--- config.mk ---
export PLATFORM = sky130hd
export DESIGN_NAME = mem_arbiter
export DESIGN_NICKNAME = d
export VERILOG_FILES = /design/src/rtl/mem_arbiter.sv
export SDC_FILE = /design/constraint.sdc
export NUM_CORES = 1
export LEC_CHECK = 0
export ABC_AREA = 0
export ABC_CLOCK_PERIOD_IN_PS = 4700
export CAP_MARGIN = 10
export CORE_AREA = 2 2 96 98
export CTS_CLUSTER_DIAMETER = 40
export CTS_CLUSTER_SIZE = 12
export DETAILED_ROUTE_END_ITERATION = 6
export DIE_AREA = 0 0 98 100
export DONT_BUFFER_PORTS = 1
export PLACE_DENSITY = 0.3
export SLEW_MARGIN = 20
export SYNTH_ARGS = -nofsm -noshare
export SYNTH_HDL_FRONTEND = slang
export SYNTH_SLANG_ARGS = --single-unit
--- constraint.sdc ---
create_clock -name clk -period 4.7 [get_ports clk]
set_clock_uncertainty 0.05 [all_clocks]
set_input_delay 0.94 -clock clk [delete_from_list [all_inputs] [get_ports clk]]
set_output_delay 0.94 -clock clk [all_outputs]
set_load 0.01 [all_outputs]
--- src/rtl/mem_arbiter.sv ---
`timescale 1ns/1ps
`default_nettype none
// ============================================================================
//  Module      : mem_arbiter
//  Description : Two-requester arbiter in front of a single-port synchronous
//                memory. A data port (loads/stores) normally wins over an
//                instruction-fetch port. A starvation counter forces the
//                fetch through once it has lost MAX_WAIT consecutive cycles.
//                Grants are combinational. The memory command issues in the
//                grant cycle. Read data returns exactly one cycle later and
//                is routed back by a small response FSM.
//                Misaligned data accesses are granted without touching memory.
//                They produce a one-cycle error response instead.
//
//  Ports
//    clk, rst_n                 clock, synchronous active-low reset
//    i_req/i_addr               fetch request and byte address
//    i_gnt/i_rvalid/i_rdata     fetch grant and read response
//    d_req/d_we/d_addr/d_wdata  data request (store when d_we=1)
//    d_gnt/d_rvalid/d_rdata     data grant and load response
//    d_err                      misaligned data access response flag
//    m_en/m_we/m_addr/m_wdata   memory command (word address)
//    m_rdata                    memory read data, valid cycle after read
//
//  Revision    : 1.0  initial release
// ============================================================================
module mem_arbiter #(
    parameter int ADDR_W   = 10,
    parameter int MAX_WAIT = 3
) (
    input  logic              clk,
    input  logic              rst_n,

    input  logic              i_req,
    input  logic [31:0]       i_addr,
    output logic              i_gnt,
    output logic              i_rvalid,
    output logic [31:0]       i_rdata,

    input  logic              d_req,
    input  logic              d_we,
    input  logic [31:0]       d_addr,
    input  logic [31:0]       d_wdata,
    output logic              d_gnt,
    output logic              d_rvalid,
    output logic [31:0]       d_rdata,
    output logic              d_err,

    output logic              m_en,
    output logic              m_we,
    output logic [ADDR_W-1:0] m_addr,
    output logic [31:0]       m_wdata,
    input  logic [31:0]       m_rdata
);

    // Counter must be able to hold MAX_WAIT; keep at least one bit.
    localparam int c_CNT_W = (MAX_WAIT < 1) ? 1 : $clog2(MAX_WAIT + 1);
    localparam logic [c_CNT_W-1:0] c_MAX_CNT = c_CNT_W'(MAX_WAIT);

    typedef enum logic [1:0] {
        RSP_NONE  = 2'd0,
        RSP_FETCH = 2'd1,
        RSP_LOAD  = 2'd2,
        RSP_ERR   = 2'd3
    } rspState_t;

    rspState_t            r_rspState;
    rspState_t            w_rspNext;
    logic [c_CNT_W-1:0]   r_starveCnt;

    logic                 w_fetchForced;
    logic                 w_iGnt;
    logic                 w_dGnt;
    logic                 w_dMisaligned;
    logic                 w_unusedAddrBits;

    // ------------------------------------------------------------------
    // Arbitration
    // ------------------------------------------------------------------
    assign w_fetchForced = i_req && (r_starveCnt == c_MAX_CNT);
    assign w_dMisaligned = (d_addr[1:0] != 2'b00);

    // Grants are gated by rst_n so nothing is accepted while reset is held.
    // Fetch wins only when data is idle or the fetch has waited long enough.
    assign w_iGnt = rst_n && i_req && (!d_req || w_fetchForced);
    assign w_dGnt = rst_n && d_req && !w_iGnt;

    assign i_gnt = w_iGnt;
    assign d_gnt = w_dGnt;

    // Upper address bits select nothing: the memory address wraps.
    // The fetch byte offset is never checked.
    assign w_unusedAddrBits = ^{i_addr[31:ADDR_W+2], i_addr[1:0],
                                d_addr[31:ADDR_W+2]};

    // ------------------------------------------------------------------
    // Memory command, issued in the grant cycle
    // ------------------------------------------------------------------
    always_comb begin
        m_en    = 1'b0;
        m_we    = 1'b0;
        m_addr  = '0;
        m_wdata = '0;
        if (w_iGnt) begin
            m_en   = 1'b1;
            m_addr = i_addr[ADDR_W+1:2];
        end else if (w_dGnt && !w_dMisaligned) begin
            m_en    = 1'b1;
            m_we    = d_we;
            m_addr  = d_addr[ADDR_W+1:2];
            m_wdata = d_we ? d_wdata : 32'h0;
        end
    end

    // ------------------------------------------------------------------
    // Starvation counter: counts consecutive cycles a fetch waits
    // ------------------------------------------------------------------
    always_ff @(posedge clk) begin
        if (!rst_n) begin
            r_starveCnt <= '0;
        end else if (i_req && !w_iGnt) begin
            if (r_starveCnt != c_MAX_CNT) begin
                r_starveCnt <= r_starveCnt + 1'b1;
            end
        end else begin
            r_starveCnt <= '0;
        end
    end

    // ------------------------------------------------------------------
    // Response-route FSM: remembers who owns next cycle's read data
    // ------------------------------------------------------------------
    always_ff @(posedge clk) begin
        if (!rst_n) begin
            r_rspState <= RSP_NONE;
        end else begin
            r_rspState <= w_rspNext;
        end
    end

    always_comb begin
        w_rspNext = RSP_NONE;
        if (w_iGnt) begin
            w_rspNext = RSP_FETCH;
        end else if (w_dGnt) begin
            if (w_dMisaligned) begin
                w_rspNext = RSP_ERR;
            end else if (!d_we) begin
                w_rspNext = RSP_LOAD;
            end
        end
    end

    // Outputs are also gated by rst_n. A read granted just before reset
    // therefore never shows up as a response.
    always_comb begin
        i_rvalid = 1'b0;
        i_rdata  = 32'h0;
        d_rvalid = 1'b0;
        d_rdata  = 32'h0;
        d_err    = 1'b0;
        if (rst_n) begin
            case (r_rspState)
                RSP_FETCH: begin
                    i_rvalid = 1'b1;
                    i_rdata  = m_rdata;
                end
                RSP_LOAD: begin
                    d_rvalid = 1'b1;
                    d_rdata  = m_rdata;
                end
                RSP_ERR: begin
                    d_rvalid = 1'b1;
                    d_err    = 1'b1;
                end
                default: begin
                    i_rvalid = 1'b0;
                end
            endcase
        end
    end

endmodule
`default_nettype wire

Yosys cells after proc, flatten, opt, wreduce, memory -nomap -nowiden. Cells that the tools add are included.

Input port bits: 133. Register bits after elaboration: 4. Word-level logic and storage cells: 49.

Reduce and logical (&&, ||, !) cells: 15. $add $sub $neg: 1. Mux-type cells: 23. Bitwise logic cells: 2. Eq/ne operators: 5.

Operators by type and width (count): 32-bit 2-to-1 mux (7); 10-bit 2-to-1 mux (2); 1-bit 2-to-1 mux (12); 1-bit logical AND (7); 2-bit == test (second input constant) (3); 2-bit 2-to-1 mux (2); 1-bit logical NOT (3); 3-bit OR reduction (1); 2-bit by 1-bit adder with 2-bit output (second input constant) (1); 2-bit by 1-bit == test with 1-bit output (second input constant) (1); 2-bit != test (second input constant) (1); 1-bit inverter (2); 2-bit AND reduction (1); 2-bit nonzero test (1); 2-bit OR reduction (1); 1-bit logical OR (1).

Logic depth before layout (Yosys ltp). Gate-level depths: netlist of run 1.

Word-level depth: 9. Mapped depth: 5. Mapped depth without buffers: 4.

Least setup slack after synthesis of run 1. No wires, ideal clock.

Kind: input -> output. Start point: input i_req. End point: output m_wdata[23]. Cell stages on the path: 3. Arrival time: 1812 ps. Data required time: 3710 ps. Path slack: 1898 ps. Path through: a2111oi_4 clkbuf_2 and3_1.

Word-level cells in the longest chain between the ends: 8. Elaborated cells on any way between the ends: 9. Classes of those cells: mux: 2; reduce/logical: 7.

RTL lines: start, declared (line 34) `input logic i_req,`; 1-bit logical AND (line 80) `assign w_fetchForced = i_req && (r_starveCnt == c_MAX_CNT);`; 1-bit logical OR (line 85) `assign w_iGnt = rst_n && i_req && (!d_req || w_fetchForced);`; 1-bit logical AND * (line 85); 1-bit logical NOT (line 86) `assign w_dGnt = rst_n && d_req && !w_iGnt;`; 1-bit logical AND (line 86); 1-bit logical AND (line 107) `end else if (w_dGnt && !w_dMisaligned) begin`; 32-bit 2-to-1 mux (line 107); 32-bit 2-to-1 mux * (line 104) `if (w_iGnt) begin`; end, declared (line 52) `output logic [31:0] m_wdata,`.

Mark *: on every way between the ends. The rest lies on a longest branch, timed or not.

Worst setup path after layout of run 1.
Start point: input rst_n. End point: output d_rdata[1].

Word-level cells in the longest chain between the ends: 1.

RTL lines: start, declared (line 32) `input logic rst_n,`; 32-bit 2-to-1 mux (line 162) `if (rst_n) begin`; end, declared (line 46) `output logic [31:0] d_rdata,`.

Every way passes these cells.

==> flow_summary.json, run 1 <==
{
  "slew_headroom_pct": 34.6,
  "portBuffers": 0,
  "synthFlopType": "dfxtp_1",
  "rsz0062_at_grt": "false",
  "core_um2": 8890,
  "grt-ovfl-total": 0,
  "cts_tree": "yes",
  "status": "finished clean",
  "cp_max_fo": 32,
  "vias_per_cell": 4.36,
  "worstPathArrival_ps": 2040,
  "drtIter0Drc": 20,
  "synth_most_common_cell": "and2_1",
  "synthDistinctLibCells": 20,
  "synth.area.top_cells": "and2_1 (43%), and3_1 (21%), a22o_1 (9.1%)",
  "wire_per_inst_um": 14.6,
  "cts_setup_buffers": 0,
  "hold_viol_final": 0,
  "drcViolationCount": 0,
  "dp_hpwl_um": 3060,
  "regArea_um2": 80.1,
  "power_per_cell_area_nw_per_um2": 140,
  "grt_pass1_wl_um": 4300,
  "drt_wl_total_um": 3610,
  "diodes": 0,
  "die_h_um": 100,
  "multi_input_area_um2": 825,
  "n_fill_cell": 1016,
  "fin_nets": 272,
  "yosys-top-cells-count": "and2_1 (66), and3_1 (33), a22o_1 (10)",
  "yosys_warnings": 0,
  "io_pins": 246,
  "regToRegSetupSlack_ps": 3350,
  "grt_usage_pct": 5.91,
  "reg2reg_from": "r_starveCnt[0]$_SDFFE_PN0P_",
  "die_width_um": 98,
  "first_global_vias": 812,
  "critical_path_class": "input pin to primary output",
  "yosys.area.top_type": "and2_1",
  "ys_seq_area_share_pct": 8.28,
  "fin_area_um2": 1100,
  "synth_edf_count": 0,
  "area_delta_synth_final_pct": 14.1,
  "start_kind": "input pin",
  "holdCritStartpoint": "r_starveCnt[0]$_SDFFE_PN0P_",
  "max-clock-path-buffers": 2,
  "drt_pass1_iterations": 4,
  "tightest_slew_ps": 980,
  "htree_levels": 1,
  "vias": 1076,
  "r2r_end": "r_rspState[1]$_SDFF_PP0_",
  "antenna_found_initial": 0,
  "hp-class": "register to register",
  "maxCapViolations": 0,
  "netlist_area_um2": 967,
  "clock_latency_ps": 210,
  "netlist_instances": 145,
  "cp-end-kind": "primary output",
  "numCtsBuffers": 3,
  "finalSetupViolations": 0,
  "leakage_nw": 0.543,
  "clk_pin_slew_worst_paths_ps": 30,
  "num_rows": 35,
  "cts_resized": 0,
  "grt_max_degree": 45,
  "cp.required_ps": 3710,
  "ctsHoldBuffers": 0,
  "clock-sinks": 4,
  "gp_congestion": 0.754,
  "fmax_ghz": 0.330,
  "cts_root_buf": "clkbuf_8",
  "dpl-instance-area_um2": 1060,
  "tns_ps": 0,
  "synth-async-reset-ratio_pct": 0,
  "postRouteAntennaNets": 0,
  "syn_area_per_cell_um2": 6.67,
  "hold_end": "r_starveCnt[0]$_SDFFE_PN0P_",
  "max-vdd-ir-drop_uv": 27.0,
  "netlist.area_leader.share_pct": 42.7,
  "slew_violations": 0,
  "ys_seq_elements": 4,
  "fin_crit_ps": 3030,
  "synth_nets": 279,
  "ff2ff_path_depth": 5,
  "start_util_pct": 10.9,
  "min_path_cells": 1,
  "drive_gt1_share_pct": 6.62,
  "fp.dieArea_um2": 9800,
  "fin_crit_sh_pct": 64.5
}
[cells by family after synthesis]
logic type,share of synthesized area (%)
DFF,8.28
adders and majority gates,1.29
AOI/OAI and AO/OA,13.3
and+or+nand+nor,70.4
buffers and inverters,6.73
[flip-flops by register name (all words and copies together), names as in the netlist]
name and count:
r_starveCnt 2, r_rspState 2
[metrics by stage]
| stage | worst slack, ps | std cells | power (mW) | util [%] | hold WS (ps) |
|---|---|---|---|---|---|
| floorplan | 1900 | 145 | 0.0815 | - | 348 |
| global placement | 1660 | 244 | 0.0855 | 11.9 | 362 |
| detailed placement | 1650 | 244 | 0.0851 | 11.9 | 366 |
| CTS | 1650 | 247 | 0.159 | 12.4 | 371 |
| global route | 1530 | 247 | 0.164 | 12.4 | 387 |
| finish | 1670 | 247 | 0.155 | 12.4 | 368 |
[how the worst max path moves through the flow]
stage / slack, ps / end / depth (start not counted) / start
floorplan: 1900 / m_wdata[23] / 3 / i_req
global placement: 1660 / d_rdata[1] / 3 / rst_n
detailed placement: 1650 / d_rdata[1] / 3 / rst_n
CTS: 1650 / d_rdata[1] / 3 / rst_n
global route: 1530 / d_rdata[1] / 3 / rst_n
finish: 1670 / d_rdata[1] / 3 / rst_n
[area by class of cell]
cell class	count	area share, %
inverters	1	0.340
multi-input cells	126	74.7
clock buffers	3	3.74
well taps	111	12.6
repair buffers	2	1.36
flip-flops and latches	4	7.26
[worst max-delay path: stages]
cell and delay (ps):
and2_1 190, and2b_1 600, and2_1 300
[power by group]
part	switching [mW]	internal, mW
registers	0.00100	0.0359
logic	0.0309	0.0159
clock network	0.0164	0.0545
total	0.0483	0.106
[cells in the final DEF, fill, tap and decap left out]
cell type,count
nand2_1,2
o22ai_1,1
and2b_1,1
nor2_2,1
dfxtp_1,4
nand3_1,1
nor2b_1,1
buf_4,2
nor2_1,5
or2_2,1
a22o_1,10
and2_1,66
nand2_2,1
a211oi_1,1
inv_1,1
and3_1,33
ha_1,1
a2111oi_4,1
clkbuf_8,3
[routing by layer]
layer	share of wire (%)	wire length [um]	global-route usage [%]	vias up
li1	-	-	-	466
met1	29	1060	4.80	463
met2	55	1970	13.1	145
met3	15	550	1.18	2
met4	0.78	28	2.56	0
met5	0	0	0	-
Note: power is estimated with default switching activity, not from simulation.
==> run 2: changes to the inputs <==
--- a/config.mk
+++ b/config.mk
@@ -6,7 +6,7 @@
 export NUM_CORES = 1
 export LEC_CHECK = 0
 export ABC_AREA = 0
-export ABC_CLOCK_PERIOD_IN_PS = 4700
+export ABC_CLOCK_PERIOD_IN_PS = 2900
 export CAP_MARGIN = 10
 export CORE_AREA = 2 2 96 98
 export CTS_CLUSTER_DIAMETER = 40
==> constraint.sdc (replaced) <==
create_clock -name clk -period 2.9 [get_ports clk]
set_clock_uncertainty 0.05 [all_clocks]
set_input_delay 0.58 -clock clk [delete_from_list [all_inputs] [get_ports clk]]
set_output_delay 0.58 -clock clk [all_outputs]
set_load 0.01 [all_outputs]
==> flow_summary.json, run 2 (synthesized netlist as in run 1, its figures left out) <==
{
  "cts_resized": 0,
  "clock-sinks": 4,
  "fp.dieArea_um2": 9800,
  "grt_pass1_wl_um": 4250,
  "start_kind": "register",
  "die_width_um": 98,
  "largestRegisters": "r_rspState: 2 flops, r_starveCnt: 2 flops",
  "grt_max_degree": 41,
  "grt_usage_pct": 5.74,
  "max-vdd-ir-drop_uv": 51.2,
  "dp_hpwl_um": 3130,
  "rsz0062_at_grt": "false",
  "drt_wl_total_um": 3580,
  "slew_violations": 0,
  "drt_pass1_iterations": 3,
  "finalPower_uw": 252,
  "first_global_vias": 836,
  "status": "finished clean",
  "clk_pin_slew_worst_paths_ps": 30,
  "vias_per_cell": 4.40,
  "wire_per_inst_um": 14.4,
  "max-clock-path-buffers": 2,
  "final_cell_mix": "and2_1 (66), and3_1 (33), a22o_1 (10), nor2_1 (5), dfxtp_1 (4)",
  "antenna_found_initial": 0,
  "placedCellCount": 246,
  "numCtsBuffers": 3,
  "core_um2": 8890,
  "critPathSlowestCell": "a2111oi_4",
  "cts_tree": "yes",
  "ctsHoldBuffers": 0,
  "hold_viol_final": 0,
  "hp-class": "register to register",
  "layout_commonest_cell": "and2_1",
  "drive_gt1_share_pct": 7.97,
  "dpl-instance-area_um2": 1090,
  "path_cells": "ha_1 -> a2111oi_4 -> buf_12 -> and3_1",
  "portBuffers": 0,
  "maxCapViolations": 0,
  "fmax_ghz": 0.414,
  "fin_crit_sh_pct": 83.3,
  "worstPathArrival_ps": 1780,
  "htree_levels": 1,
  "cts_root_buf": "clkbuf_8",
  "grt-ovfl-total": 0,
  "drtIter0Drc": 30,
  "regArea_um2": 80.1,
  "postRouteAntennaNets": 0,
  "diodes": 0,
  "cts_setup_buffers": 0,
  "power_per_cell_area_nw_per_um2": 223,
  "tns_ps": 0,
  "worst-path-buf-inv": 1,
  "tightest_slew_ps": 519,
  "critPathTopFamily": "compound AO/OA/AOI/OAI gates",
  "io_pins": 246,
  "critical_path_class": "register to primary output",
  "multi_input_area_um2": 825,
  "finalSetupViolations": 0,
  "n_fill_cell": 1013,
  "start_util_pct": 10.9,
  "slew_headroom_pct": 65.4,
  "critPathMaxStageDelay_ps": 520,
  "vias": 1095,
  "fin_nets": 274,
  "die_h_um": 100,
  "gp_congestion": 0.750,
  "stdcell_count": 249,
  "drcViolationCount": 0,
  "cp.required_ps": 2270,
  "fin_crit_ps": 2410,
  "fin_area_um2": 1130,
  "cp_max_fo": 40,
  "area_delta_synth_final_pct": 16.9,
  "clock_latency_ps": 210,
  "cp-end-kind": "primary output",
  "num_rows": 35,
  "leakage_nw": 0.557
}
==> run 2: area by class of cell <==
class	count	share of cell area (%)
timing repair buffer	4	3.76
inverter	1	0.332
multi-input combinational	126	72.9
clock buffer	3	3.65
tap	111	12.3
sequential	4	7.08
==> run 2: power by group <==
group | switching (mW) | internal, mW | total (mW)
registers | 0.00162 | 0.0582 | 0.0598
logic | 0.0505 | 0.0283 | 0.0788
clock network | 0.0253 | 0.0882 | 0.113
==> run 2: routing by layer <==
layer / GRT usage, % / share of wire, % / vias up
li1: - / - / 470
met1: 4.38 / 28 / 479
met2: 13.1 / 55 / 144
met3: 1.32 / 16 / 2
met4: 2.24 / 0.56 / 0
met5: 0 / 0 / -
==> run 2: stage by stage <==
step / setup slack, ps / util (%) / hold WS (ps)
after floorplan: 818 / - / 348
after global placement: 631 / 12.3 / 362
after detailed placement: 618 / 12.3 / 364
after CTS: 434 / 12.7 / 371
after global routing: 395 / 12.7 / 382
final: 485 / 12.7 / 367
==> run 2: final timing paths <==
kind / from / slack, ps / to / depth (start not counted)
max: r_starveCnt[0]$_SDFFE_PN0P_ / 490 / m_wdata[17] / 4
min: r_starveCnt[0]$_SDFFE_PN0P_ / 370 / r_starveCnt[0]$_SDFFE_PN0P_ / 1
max reg2reg: r_starveCnt[0]$_SDFFE_PN0P_ / 1560 / r_rspState[1]$_SDFF_PP0_ / 5
min reg2reg: r_starveCnt[0]$_SDFFE_PN0P_ / 370 / r_starveCnt[0]$_SDFFE_PN0P_ / 1
==> run 2: worst register-to-register path: cells and delay by family, from the launching register on <==
kind / cells / cell delay [ps]
flops: 1 / 300
fa+ha+maj: 1 / 250
buf+inv: 1 / 200
simple gates: 2 / 270
compound gates: 1 / 180
